--- src/rtl/leitor_colisao.sv ---
// Read-side collision checker: scans an 8x8 framebuffer cell through the trail RAM
// read port and reports occupancy, out-of-bounds status and the first occupant code.
module leitor_colisao #(
    parameter int LARGURA_TELA = 640,
    parameter int TAM_CELULA   = 8,
    parameter int LAT_RAM      = 1,
    parameter int ADDR_W       = 19
) (
    input  logic              CLOCK_50,
    input  logic              reset,
    input  logic              start,
    input  logic [9:0]        cel_x,
    input  logic [9:0]        cel_y,
    output logic [ADDR_W-1:0] rd_addr,
    output logic              rd_en,
    input  logic [7:0]        rd_data,
    output logic              busy,
    output logic              done,
    output logic              colisao,
    output logic              borda,
    output logic [7:0]        valor_hit
);

    localparam int CW = $clog2(TAM_CELULA);
    localparam logic [CW-1:0]     ULT_POS   = CW'(TAM_CELULA - 1);
    localparam logic [ADDR_W-1:0] PASSO     = ADDR_W'(LARGURA_TELA);
    localparam logic [1:0]        ULT_DRENO = 2'(LAT_RAM - 1);
    localparam logic [9:0]        X_MIN     = 10'd16;
    localparam logic [9:0]        X_MAX     = 10'd623;
    localparam logic [9:0]        Y_MIN     = 10'd16;
    localparam logic [9:0]        Y_MAX     = 10'd463;

    typedef enum logic [1:0] {
        IDLE  = 2'd0,
        LER   = 2'd1,
        DRENO = 2'd2,
        FIM   = 2'd3
    } estado_t;

    estado_t           estado, estado_prox;
    logic [ADDR_W-1:0] linha, linha_prox;
    logic [CW-1:0]     dx, dx_prox, dy, dy_prox;
    logic [1:0]        cnt, cnt_prox;
    logic [ADDR_W-1:0] rd_addr_prox;
    logic              rd_en_prox, busy_prox, done_prox;
    logic              colisao_prox, borda_prox;
    logic [7:0]        valor_prox;
    logic              amostra;
    logic              dentro;
    logic [ADDR_W-1:0] base_ini;

    assign dentro   = (cel_x >= X_MIN) && (cel_x <= X_MAX) && (cel_y >= Y_MIN) && (cel_y <= Y_MAX);
    // Single multiply per request; rows then advance by adding the stride.
    assign base_ini = ADDR_W'(cel_y) * PASSO + ADDR_W'(cel_x);

    // amostra marks the cycle whose rd_data belongs to a scan address issued LAT_RAM cycles ago.
    generate
        if (LAT_RAM == 1) begin : g_lat1
            assign amostra = rd_en;
        end else begin : g_latn
            logic [LAT_RAM-2:0] atraso;

            // Delay line tracking which RAM return cycles carry scan data.
            always_ff @(posedge CLOCK_50 or posedge reset) begin
                if (reset) begin
                    atraso <= {(LAT_RAM-1){1'b0}};
                end else begin
                    atraso[0] <= rd_en;
                    for (int i = 1; i < LAT_RAM - 1; i++) begin
                        atraso[i] <= atraso[i-1];
                    end
                end
            end

            assign amostra = atraso[LAT_RAM-2];
        end
    endgenerate

    // Next-state and next-output logic for the scan controller.
    always_comb begin
        estado_prox  = estado;
        linha_prox   = linha;
        dx_prox      = dx;
        dy_prox      = dy;
        cnt_prox     = cnt;
        rd_addr_prox = {ADDR_W{1'b0}};
        rd_en_prox   = 1'b0;
        busy_prox    = busy;
        done_prox    = 1'b0;
        colisao_prox = colisao;
        borda_prox   = borda;
        valor_prox   = valor_hit;

        case (estado)
            IDLE: begin
                if (start) begin
                    busy_prox    = 1'b1;
                    colisao_prox = 1'b0;
                    borda_prox   = 1'b0;
                    valor_prox   = 8'd0;
                    if (dentro) begin
                        estado_prox = LER;
                        linha_prox  = base_ini;
                        dx_prox     = {CW{1'b0}};
                        dy_prox     = {CW{1'b0}};
                    end else begin
                        estado_prox  = FIM;
                        borda_prox   = 1'b1;
                        colisao_prox = 1'b1;
                    end
                end else begin
                    busy_prox = 1'b0;
                end
            end
            LER: begin
                rd_en_prox   = 1'b1;
                rd_addr_prox = linha + ADDR_W'(dx);
                if (dx == ULT_POS) begin
                    dx_prox    = {CW{1'b0}};
                    linha_prox = linha + PASSO;
                    if (dy == ULT_POS) begin
                        estado_prox = DRENO;
                        cnt_prox    = 2'd0;
                    end else begin
                        dy_prox = dy + CW'(1);
                    end
                end else begin
                    dx_prox = dx + CW'(1);
                end
            end
            DRENO: begin
                if (cnt == ULT_DRENO) begin
                    estado_prox = FIM;
                end else begin
                    cnt_prox = cnt + 2'd1;
                end
            end
            FIM: begin
                done_prox   = 1'b1;
                estado_prox = IDLE;
            end
            default: begin
                estado_prox = IDLE;
            end
        endcase

        // Every sample is examined; only the first nonzero one is kept as the occupant code.
        if (amostra && (rd_data != 8'd0)) begin
            colisao_prox = 1'b1;
            if (valor_hit == 8'd0) begin
                valor_prox = rd_data;
            end else begin
                valor_prox = valor_hit;
            end
        end else begin
            colisao_prox = colisao_prox;
        end
    end

    // State, scan counters and registered outputs.
    always_ff @(posedge CLOCK_50 or posedge reset) begin
        if (reset) begin
            estado    <= IDLE;
            linha     <= {ADDR_W{1'b0}};
            dx        <= {CW{1'b0}};
            dy        <= {CW{1'b0}};
            cnt       <= 2'd0;
            rd_addr   <= {ADDR_W{1'b0}};
            rd_en     <= 1'b0;
            busy      <= 1'b0;
            done      <= 1'b0;
            colisao   <= 1'b0;
            borda     <= 1'b0;
            valor_hit <= 8'd0;
        end else begin
            estado    <= estado_prox;
            linha     <= linha_prox;
            dx        <= dx_prox;
            dy        <= dy_prox;
            cnt       <= cnt_prox;
            rd_addr   <= rd_addr_prox;
            rd_en     <= rd_en_prox;
            busy      <= busy_prox;
            done      <= done_prox;
            colisao   <= colisao_prox;
            borda     <= borda_prox;
            valor_hit <= valor_prox;
        end
    end

endmodule

--- config.mk ---
export PLATFORM = sky130hd
export DESIGN_NAME = leitor_colisao
export DESIGN_NICKNAME = d
export VERILOG_FILES = /design/src/rtl/leitor_colisao.sv
export SDC_FILE = /design/constraint.sdc
export NUM_CORES = 1
export LEC_CHECK = 0
export ABC_AREA = 0
export BUFFER_PORTS_ARGS = -buffer_cell sky130_fd_sc_hd__buf_4
export CORE_MARGIN = 2
export CORE_UTILIZATION = 57
export DETAILED_ROUTE_END_ITERATION = 10
export HOLD_SLACK_MARGIN = 0.08
export PLACE_DENSITY = 0.81
export SYNTH_ARGS = -nofsm -noshare
export SYNTH_HDL_FRONTEND = slang
export SYNTH_SLANG_ARGS = --single-unit
--- constraint.sdc ---
create_clock -name CLOCK_50 -period 2.91 [get_ports CLOCK_50]
set_clock_uncertainty 0.15 [all_clocks]
set_input_delay 0.582 -clock CLOCK_50 [delete_from_list [all_inputs] [get_ports CLOCK_50]]
set_output_delay 0.582 -clock CLOCK_50 [all_outputs]
set_load 0.03 [all_outputs]
======== Word level (Yosys, flattened, before mapping) ========
Index checks and enable logic that the tools add are counted.
cells by class
  $add $sub $neg .......................... 6
  $mul .................................... 1
  magnitude comparators ................... 4
  eq/ne operators ......................... 13
  mux-type cells .......................... 33
  reductions and logical operators ........ 20
operators with widths
  operator                                                                              count
  19-bit two-way mux                                                                    4
  19-bit one-hot mux with 2 select lines                                                1
  8-bit two-way mux                                                                     4
  10-bit by 5-bit greater-or-equal comparator with 1-bit output, second input constant  2
  19-bit by 10-bit adder with 19-bit output                                             1
  19-bit by 10-bit adder with 19-bit output, second input constant                      1
  19-bit by 3-bit adder with 19-bit output                                              1
  2-bit two-way mux                                                                     8
  3-bit two-way mux                                                                     5
  2-bit != test, second input constant                                                  7
  10-bit by 3-bit multiplier with 12-bit output, second input constant                  1
  3-bit one-hot mux with 2 select lines                                                 2
  4-bit AND reduction                                                                   3
  10-bit <= comparator, second input constant                                           1
  10-bit by 9-bit <= comparator with 1-bit output, second input constant                1
  8-bit logical NOT                                                                     1
  2-bit one-hot mux with 4 select lines                                                 1
  2-bit nonzero test                                                                    4
  8-bit nonzero test                                                                    1
  1-bit two-way mux                                                                     7
  3-bit by 1-bit adder with 3-bit output, second input constant                         2
  3-bit equality test, second input constant                                            2
  3-bit AND reduction                                                                   2
  5-bit AND reduction                                                                   1
  other kinds (8)                                                                       14
storage, ports and cells
  register bits after elaboration ......... 61
  output and inout bits ................... 32

======== Logic depth before layout (Yosys ltp) ========
Gate-level depths: netlist of run 1.
  depth after elaboration ................. 8
  gate-level depth with buffers ........... 10
  mapped depth without buffers ............ 10

======== Worst setup path after synthesis of run 1 ========
OpenSTA, ideal clock, no wires.
  path kind ............................... in2reg
  start point ............................. input port cel_y[1]
  end point ............................... register linha[18]
  setup time .............................. 0.104 ns
  arrival ................................. 2.848 ns
  data required time ...................... 2.656 ns
  slack ................................... -0.191 ns
  stages on the path ...................... 10
  buffers on the path ..................... 0
  path through ............................ ha_1 > ha_1 > fa_1 > a21o_1 > a2111oi_0 > xnor2_1 > inv_1 > nor3b_2 > xnor2_1 > o311ai_1
on the way
  cells in the longest elaborated chain, start to end .. 5
  elaborated cells between the ends (all ways) .. 11
  those cells by class .................... 1 x add/sub; 1 x mul; 2 x order compare; 1 x eq/ne; 3 x mux; 3 x reduce/logical
RTL lines
  item                                                                                                                                   line     RTL
  start, declared                                                                                                                        13       input logic [9:0] cel_y,
  10-bit by 3-bit multiplier with 12-bit output / 10-bit by 5-bit greater-or-equal comparator with 1-bit output (equally long branches)  54, 52
  19-bit by 10-bit adder with 19-bit output / 1-bit logical AND (equally long branches)                                                  54, 52
  19-bit two-way mux / 1-bit logical AND (equally long branches)                                                                         101, 52
  19-bit two-way mux / 2-bit != test (equally long branches)                                                                             n/a
  19-bit one-hot mux with 2 select lines / 4-bit AND reduction (equally long branches)                                                   n/a
  end signal, assigned                                                                                                                   164      linha <= {ADDR_W{1'b0}};
  end signal, assigned                                                                                                                   177      linha <= linha_prox;
  end, declared                                                                                                                          41       logic [ADDR_W-1:0] linha, linha_prox;
Parallel ways exist; a longest one is shown, timed or not. The select of a mux whose other input is x is not followed.
A chain may end at the register's enable or synchronous reset.

======== Worst setup path after layout of run 1 ========
Same ends and word-level chain as after synthesis.

==> out/qor.yml, run 1 <==
cellLeakagePower_nw: 2.34
worstMarginPinSlew_ns: 0.634
max-cap-violations: 0
pwr-share-clk_pct: 17.8
grt-busiest-layer: "met2"
dp.final_hpwl_um: 6370
p_sw_share_pct: 42.2
endpoint_kind: "flop"
use_met1_pct: 31.2
criticalPathCategory: "in2reg"
route.detailed.drc: 0
globalRouteMet2Util_pct: 39.6
crit_family: "compound AO/OA/AOI/OAI gates"
met3_usage_pct: 4.96
synthesis.nets: 449
initial_core_util_pct: 59.2
vias: 3178
cts_tree: "yes"
async_flop_share_pct: 100
die_x_um: 85.4
period_share_pct: 96.8
grt_pass1_vias: 2984
hold_viol: 0
synth_edf_count: 0
netlist_area_um2: 3780
critPathMostFrequentCell: "ha_4"
clock_sinks: 61
vias_per_cell: 5.70
dieArea_um2: 7300
drt_wl_total_um: 8530
timing.fmax_ghz: 0.355
antenna_found_initial: 0
cp_slowest_cell: "a2111oi_4"
slew_violations: 0
drt_iter0_markers: 140
cp.depth: 11
cts_buffer_depth: 2
grt_setup_unrepaired: "no"
dieHeight_um: 85.4
status: "complete, no violations"
antenna_cells: 0
grt.total_usage_pct: 23.9
io_pins: 63
yosys_register_bits: 61
finalCriticalPeriod_ns: 2.82
cp_data_arrival_time_ns: 2.90
seqPwrFrac_pct: 34.0
cp.buffers_inverters: 2
p_sw_mw: 1.85
critPathLaunchType: "primary input"
ys_warn_count: 0
p_per_area_nw_per_um2: 911
placedCellCount: 541
cp_slowest_stage_delay_ns: 0.39
setup_viol: 0
crit_chain: "buf_4 -> ha_4 -> ha_4 -> fa_2 -> a21o_4 -> a2111oi_4 -> xnor2_2 -> inv_1 -> nor3b_2 -> xnor2_1 -> o311ai_1"
ant_nets: 0
final_cells: 558
fp-row-count: 29
cts_made_buffers: 9
drive_above_1_share_pct: 27.0
first_pass_iters: 4
vdd_drop_max_uv: 821
worstPathMaxFanout: 3
synth_cell_types: 51
detail_route.wl_per_cell_um: 15.3
reg2reg_depth: 9
whs_ns: 0.110
maxSlewHeadroom_pct: 57.6
clk_latency_ns: 0.34
gp_congestion: 0.868
worstHoldPathType: "in2async"
syn2layout_area_growth_pct: 27.2
clkTransAtPathRegs_ns: 0.08
p_int_mw: 2.53
ys_seq_area_share_pct: 40.4
synth.avg_cell_area_um2: 9.90
h-tree-depth: 3
root_buffer: "clkbuf_8"
grt_pass1_wl_um: 13800
core_um2: 6390
crit_required_ns: 2.99
synthCells: 382
synth_ff_type: "dfrtp_1"
io_buffer_count: 62
final_nets: 543
p_comb_share_pct: 48.2
gr-total-overflow: 0
grt_max_degree: 43
[layout by cell type, fill, tap and decap left out, types with 3 or more instances in the layout]
master    instances
a21o_1            6
ha_1             31
xor2_1           11
inv_1            20
and2_1           20
or4_1             3
buf_4            94
o21ai_0          23
nor2_1           14
o21a_1            3
nor2b_1           6
a22o_1           15
xnor2_1          20
nor3_1            8
nand2_1          26
mux2_2            6
nand3b_1          6
o22ai_1           5
a21oi_1          25
clkbuf_8         11
dfrtp_1          61
nor4_1            6
and3_1            7
nand3_1           6
[path summary, 6_finish.rpt]
path	startpoint	end	slack, ns
max reg2reg	dx[0]	rd_addr[18]	0.43
min	reset	colisao	0.11
min in group CLOCK_50	rd_data[2]	valor_hit[2]	0.31
max	cel_y[1]	linha[18]	0.09
max in group asynchronous	reset	linha[12]	1.85
min reg2reg	cnt[1]	cnt[1]	0.36
[logic make-up (layout without fill, tap and decap cells)]
group                    count (synthesis)  in the layout  share of synthesized area [%]
XOR/XNOR                                32             32                           7.41
AO/OA/AOI/OAI                          100            100                           17.9
buffers and inverters                   32            131                           3.38
AND/OR/NAND/NOR                        113            113                           16.1
multiplexers                             8              8                           2.32
flip-flops                              61             61                           40.4
adder cells (fa/ha/maj)                 36             36                           12.5
[synth_stat cells, types with 3 or more instances]
cell type | instances | area [µm²]
o22ai_1 | 5 | 31.3
ha_1 | 33 | 413
a22o_1 | 15 | 131
nand3b_1 | 6 | 45.0
clkbuf_1 | 7 | 26.3
xor2_1 | 11 | 96.3
and2_1 | 20 | 125
mux2_2 | 6 | 67.6
nand3_1 | 6 | 30.0
or4_1 | 3 | 22.5
nor2b_1 | 6 | 37.5
o21a_1 | 3 | 22.5
nor2_1 | 14 | 52.6
nor3_1 | 8 | 40.0
fa_1 | 3 | 60.1
a21o_1 | 7 | 52.6
nand2_1 | 26 | 97.6
buf_2 | 3 | 15.0
xnor2_1 | 21 | 184
nor4_1 | 6 | 37.5
and3_1 | 7 | 43.8
inv_1 | 21 | 78.8
dfrtp_1 | 61 | 1530
o21ai_0 | 23 | 115
a21oi_1 | 26 | 130
[sequential cells by signal (all words and copies together) (netlist names), 2 cells and up]
signal and count:
linha 19, rd_addr 19, valor_hit 8, dx 3
dy 3, cnt 2, estado 2
[layout make-up]
type                            instances  area, µm²
Multi-Input combinational cell        289       2190
Fill cell                             467       1580
Sequential cell                        61       1530
Timing Repair Buffer                   94        706
Clock buffer                           11        151
Tap cell                               77       96.3
Inverter                               21       78.8
Clock inverter                          5       58.8
[stage by stage]
step / setup WS, ns / instance area [µm²] / utilization [%] / power [mW] / setup TNS, ns
after floorplan: 0.00861 / 3810 / - / 2.86 / 0
after global placement: -0.150 / 4550 / 71.3 / 3.47 / -0.333
after detailed placement: -0.232 / 4550 / 71.3 / 3.57 / -0.623
after CTS: 0.112 / 4760 / 74.6 / 4.37 / 0
after global routing: 0.00695 / 4810 / 75.3 / 4.66 / 0
final: 0.0937 / 4810 / 75.3 / 4.38 / 0
[what timing repair did]
item                                    CTS  global route
setup buffers                             0             1
endpoints found under the setup margin    0             1
hold buffers                              0             0
gates resized for setup                   0             4
[power by group through the flow]
stage               Sequential [mW]  Combinational, mW  Clock, mW
global placement               1.47               2.00          0
floorplan                      1.75               1.11          0
detailed placement             1.49               2.07          0
finish                         1.49               2.11      0.779
CTS                            1.48               2.09      0.791
global route                   1.53               2.31      0.826
[layer usage]
| metal | up-vias | wire length (µm) |
|---|---|---|
| met5 | - | 0 |
| met4 | 0 | 165 |
| met3 | 15 | 438 |
| met2 | 91 | 4290 |
| met1 | 1521 | 3630 |
| li1 | 1551 | - |
[worst register-to-register path, delay by kind of cell, from the launching register on]
| family | cells | cell delay, ns |
|---|---|---|
| flops | 1 | 0.42 |
| simple gates | 5 | 1.11 |
| xor+xnor | 1 | 0.13 |
| fa+ha+maj | 2 | 0.43 |
| compound gates | 1 | 0.12 |
No activity file was read; power rests on OpenSTA's default activity.
==> run 2: changes to the inputs <==
CORE_MARGIN = unset   (was 2)
==> run 2 against run 1 <==
Effect of this change:
- worst hold slack got worse by 0.017 ns
- core utilization decreased by 0.47 points
- first-iteration DRC count increased by 45%
- sequential power about the same
- routed wire length decreased by 3.7%
- sequential share of layout area increased by 0.20 points
- via count decreased by 1.1%
- final cell count decreased by 0.18%
- worst setup slack improved by 0.0014 ns
- power decreased by 1.7%
- register-to-register slack about the same
- critical endpoint unchanged
- largest power group unchanged
==> out/qor.yml, run 2 (synthesis gave the netlist of run 1 again) <==
met3_usage_pct: 5.77
drt_wl_total_um: 8210
io_buffer_count: 62
clock_sinks: 61
drt_iter0_markers: 203
cts_buffer_depth: 2
p_per_area_nw_per_um2: 900
gp_congestion: 0.818
criticalPathCategory: "in2reg"
grt_pass1_wl_um: 14400
initial_core_util_pct: 59.2
tns_ns: 0
finalCriticalPeriod_ns: 2.81
vias_per_cell: 5.64
grt_pass1_vias: 3135
reg_top3: "linha (19), rd_addr (19), valor_hit (8)"
cts_made_buffers: 9
dpl-instance-area_um2: 4550
pwr-share-clk_pct: 16.5
setup_viol: 0
hold_viol: 0
first_pass_iters: 4
slew_violations: 0
max-cap-violations: 0
worstMarginPinSlew_ns: 0.617
status: "complete, no violations"
p_sw_share_pct: 42.6
period_share_pct: 96.7
p_comb_share_pct: 49.2
globalRouteMet2Util_pct: 42.5
grt-busiest-layer: "met2"
p_int_mw: 2.47
postCtsHoldBufs: 0
drive_above_1_share_pct: 27.3
syn2layout_area_growth_pct: 26.4
antenna_found_initial: 0
setup_ws_ns: 0.0950
maxSlewHeadroom_pct: 58.7
io_pins: 63
cts_tree: "yes"
route.detailed.drc: 0
worstPathMaxFanout: 3
grt_max_degree: 35
cts_setup_buffers: 0
fin_area_um2: 4780
seqPwrFrac_pct: 34.3
ant_nets: 0
dieArea_um2: 6960
p_sw_mw: 1.83
grt.total_usage_pct: 25.7
use_met1_pct: 33.9
fp-row-count: 29
die_x_um: 83.4
endpoint_kind: "flop"
dp_slack_ns: -0.288
detail_route.wl_per_cell_um: 14.7
clk_latency_ns: 0.34
antenna_cells: 0
crit_required_ns: 2.99
dp.final_hpwl_um: 6220
h-tree-depth: 3
mostFrequentLayoutCell: "buf_4"
fillCellCount: 454
timing.fmax_ghz: 0.355
critPathLaunchType: "primary input"
vias: 3144
clkTransAtPathRegs_ns: 0.07
cellLeakagePower_nw: 2.33
p_total_mw: 4.30
root_buffer: "clkbuf_8"
final_cell_mix: "93 x buf_4, 61 x dfrtp_1, 32 x ha_1"
worstHoldPathType: "in2async"
final_nets: 542
vdd_drop_max_uv: 715
gr-total-overflow: 0
dieHeight_um: 83.4
core_um2: 6390
cp_data_arrival_time_ns: 2.90
==> run 2: repair_timing <==
item,4_1_cts,5_1_grt
hold endpoints to repair,0,0
resized for setup,0,5
endpoints found under the setup margin,0,3
==> run 2: final timing paths <==
kind / start / to / slack (ns) / cells past startpoint
max in group asynchronous: reset / linha[13] / 1.85 / 3
worst max-delay path: cel_y[1] / linha[18] / 0.1 / 11
worst max register to register: dx[0] / rd_addr[18] / 0.44 / 9
min in group CLOCK_50: rd_data[2] / valor_hit[2] / 0.32 / 2
worst min-delay path: reset / valor_hit[3] / 0.09 / 2
worst min register to register: cnt[1] / cnt[1] / 0.36 / 1
==> run 2: cell type report <==
| cell class | instances | area [µm²] | share of cell area, % |
|---|---|---|---|
| clock buffer | 12 | 165 | 3.46 |
| clock inverter | 4 | 31.3 | 0.654 |
| inverter | 21 | 78.8 | 1.65 |
| multi-input combinational | 289 | 2180 | 45.7 |
| sequential | 61 | 1530 | 31.9 |
| tap | 77 | 96.3 | 2.02 |
| timing repair buffer | 93 | 698 | 14.6 |
==> run 2: layer usage <==
layer  up-vias  part of all wire [%]
met3        11                   4.2
met1      1491                    45
met5         -                     0
met4         0                   1.3
li1       1554                     -
met2        88                    49
==> run 2: stage by stage <==
stage          util, %  cells  hold slack, ns
3_5_place_dp      71.3    541           0.339
5_1_grt           74.8    557           0.106
6_report          74.8    557          0.0926
2_1_floorplan        -    382           0.316
3_3_place_gp      71.3    541           0.337
4_1_cts           74.4    557          0.0954
==> run 2: power by group through the flow <==
stage                     Sequential, mW  Clock (mW)  Combinational [mW]
final                               1.47       0.712                2.12
after global routing                1.52       0.767                2.33
after CTS                           1.47       0.727                2.10
after detailed placement            1.48           0                2.07
after global placement              1.47           0                2.00
after floorplan                     1.75           0                1.11
==> run 2: critical path: stages <==
cell	delay [ns]
buf_4	0.12
ha_1	0.29
ha_2	0.20
fa_2	0.35
a21o_1	0.22
a2111oi_4	0.38
xnor2_2	0.18
inv_1	0.07
nor3b_2	0.18
xnor2_1	0.09
o311ai_1	0.23
==> run 3: changes to the inputs <==
CORE_UTILIZATION = 50   (was 57)
MAX_ROUTING_LAYER = met4   (was unset)
PLACE_DENSITY = 0.72   (was 0.81)
==> run 3 against run 2 <==
Effect of this change:
- worst hold slack improved by 0.059 ns
- sequential cell count unchanged
- critical path type unchanged
- maximum frequency decreased by 0.46%
- routed wire length decreased by 4.6%
- highest routed layer unchanged
- count of clock-buffer cells in the layout decreased by 3
- critical path depth unchanged
- final cell count increased by 4.1%
- core utilization decreased by 7.9 points
- register-to-register slack got worse by 0.02 ns
- critical endpoint unchanged
- final area increased by 2.1%
- via count increased by 0.48%
==> out/qor.yml, run 3 (synthesis gave the netlist of run 1 again) <==
cts_buffer_depth: 2
initial_core_util_pct: 51.9
cp_data_arrival_time_ns: 2.91
drt_iter0_markers: 145
period_share_pct: 97.2
final_cell_mix: "92 x buf_4, 61 x dfrtp_1, 31 x ha_1"
max-cap-violations: 0
io_buffer_count: 62
dp.final_hpwl_um: 5890
setup_viol: 0
placedCellCount: 563
cts_tree: "yes"
final_nets: 543
antenna_cells: 0
worstHoldPathType: "in2async"
finalCriticalPeriod_ns: 2.83
p_int_mw: 2.66
fp-row-count: 31
utilization_pct: 66.9
vdd_drop_max_uv: 326
criticalPathCategory: "in2reg"
gr-total-overflow: 0
first_pass_iters: 4
seqPwrFrac_pct: 33.1
p_per_area_nw_per_um2: 913
timing.fmax_ghz: 0.354
detail_route.wl_per_cell_um: 13.5
cp.buffers_inverters: 2
clk_latency_ns: 0.34
reg_top3: "linha (19), rd_addr (19), valor_hit (8)"
crit_chain: "buf_4 -> ha_1 -> ha_4 -> fa_2 -> a21o_4 -> a2111oi_4 -> xnor2_2 -> inv_1 -> nor3b_2 -> xnor2_1 -> o311ai_1"
p_sw_mw: 1.79
gp_congestion: 0.809
core_um2: 7290
crit_required_ns: 2.99
drive_above_1_share_pct: 27.0
worstPathMaxFanout: 3
root_buffer: "clkbuf_8"
maxSlewHeadroom_pct: 62.1
dp_slack_ns: -0.278
slew_violations: 0
grt_pass1_vias: 2928
status: "complete, no violations"
worstMarginPinSlew_ns: 0.567
crit_family: "compound AO/OA/AOI/OAI gates"
clock_sinks: 61
antenna_found_initial: 0
dieHeight_um: 89.0
grt_pass1_wl_um: 13300
mostFrequentLayoutCell: "buf_4"
final_cells: 580
grt.total_usage_pct: 22.5
ant_nets: 0
io_pins: 63
cp_slowest_cell: "fa_2"
syn2layout_area_growth_pct: 29.1
cts_made_buffers: 9
setup_ws_ns: 0.0821
dieArea_um2: 7910
grt_max_degree: 62
postCtsHoldBufs: 0
fillCellCount: 614
p_sw_share_pct: 40.2
drt_wl_total_um: 7830
endpoint_kind: "flop"
vias: 3159
cp_slowest_stage_delay_ns: 0.40
cellLeakagePower_nw: 2.37
pwr-share-clk_pct: 20.2
clkTransAtPathRegs_ns: 0.07
die_x_um: 89.0
h-tree-depth: 3
route.detailed.drc: 0
vias_per_cell: 5.45
hold_viol: 0
critPathLaunchType: "primary input"
p_comb_share_pct: 46.7
-- run 3: cell types whose count changed in the layout (fill, tap and decap cells not counted), moves of 2 or more --
cell	delta
nor3_2	-3
clkbuf_8	-3
nor3_1	+3
bufinv_16	+3
clkinvlp_4	-3
ha_4	+2
clkinv_2	+3
-- run 3: routing by layer --
layer	wire, µm	vias to the layer above	track usage (%)
met3	301	13	4.99
li1	-	1550	-
met5	0	-	-
met4	143	0	7.79
met1	3630	1520	28.7
met2	3760	76	35.5
-- run 3: final cells by class --
| cell class | instances | area, µm² | share of cell area [%] |
|---|---|---|---|
| multi-input cells | 289 | 2190 | 44.9 |
| flip-flops and latches | 61 | 1530 | 31.3 |
| repair buffers | 94 | 722 | 14.8 |
| clock buffers | 9 | 124 | 2.54 |
| well taps | 99 | 124 | 2.54 |
| clock inverters | 7 | 114 | 2.33 |
| inverters | 21 | 78.8 | 1.61 |
-- run 3: worst register-to-register path, delay by kind of cell, from the launching register on --
family	cells	cell delay, ns
and+or+nand+nor	5	1.14
adders and majority gates	2	0.41
DFF	1	0.40
xor gates and xnor gates	1	0.14
AOI/OAI and AO/OA	1	0.13
-- run 3: worst paths after layout --
| kind | startpoint | endpoint | slack [ns] | cells past startpoint |
|---|---|---|---|---|
| worst max-delay path | cel_y[0] | linha[18] | 0.08 | 11 |
| worst min-delay path | reset | rd_addr[15] | 0.15 | 3 |
| worst max register to register | dx[0] | rd_addr[18] | 0.42 | 9 |
| worst min register to register | cnt[1] | cnt[1] | 0.35 | 1 |
| max in group asynchronous | reset | linha[5] | 2.20 | 3 |
| min in group CLOCK_50 | rd_data[0] | valor_hit[0] | 0.32 | 2 |
-- run 3: timing repair --
item | CTS | global route
hold endpoints to repair | 0 | 0
resized for setup | 0 | 5
setup buffers | 0 | 1
endpoints found under the setup margin | 0 | 1
-- run 3: per-stage QoR --
step | TNS (ns) | hold slack (ns) | area [µm²] | power (mW)
3_5_place_dp | -0.733 | 0.348 | 4590 | 3.56
5_1_grt | -0.00639 | 0.173 | 4880 | 4.79
2_1_floorplan | 0 | 0.316 | 3810 | 2.86
3_3_place_gp | -0.457 | 0.342 | 4590 | 3.51
4_1_cts | 0 | 0.162 | 4830 | 4.47
6_report | 0 | 0.152 | 4880 | 4.46
-- run 3: power groups by stage --
stage	Clock (mW)	Sequential, mW	Combinational (mW)
3_5_place_dp	0	1.49	2.07
3_3_place_gp	0	1.48	2.03
5_1_grt	0.954	1.53	2.31
6_report	0.901	1.48	2.08
4_1_cts	0.917	1.47	2.08
2_1_floorplan	0	1.75	1.11
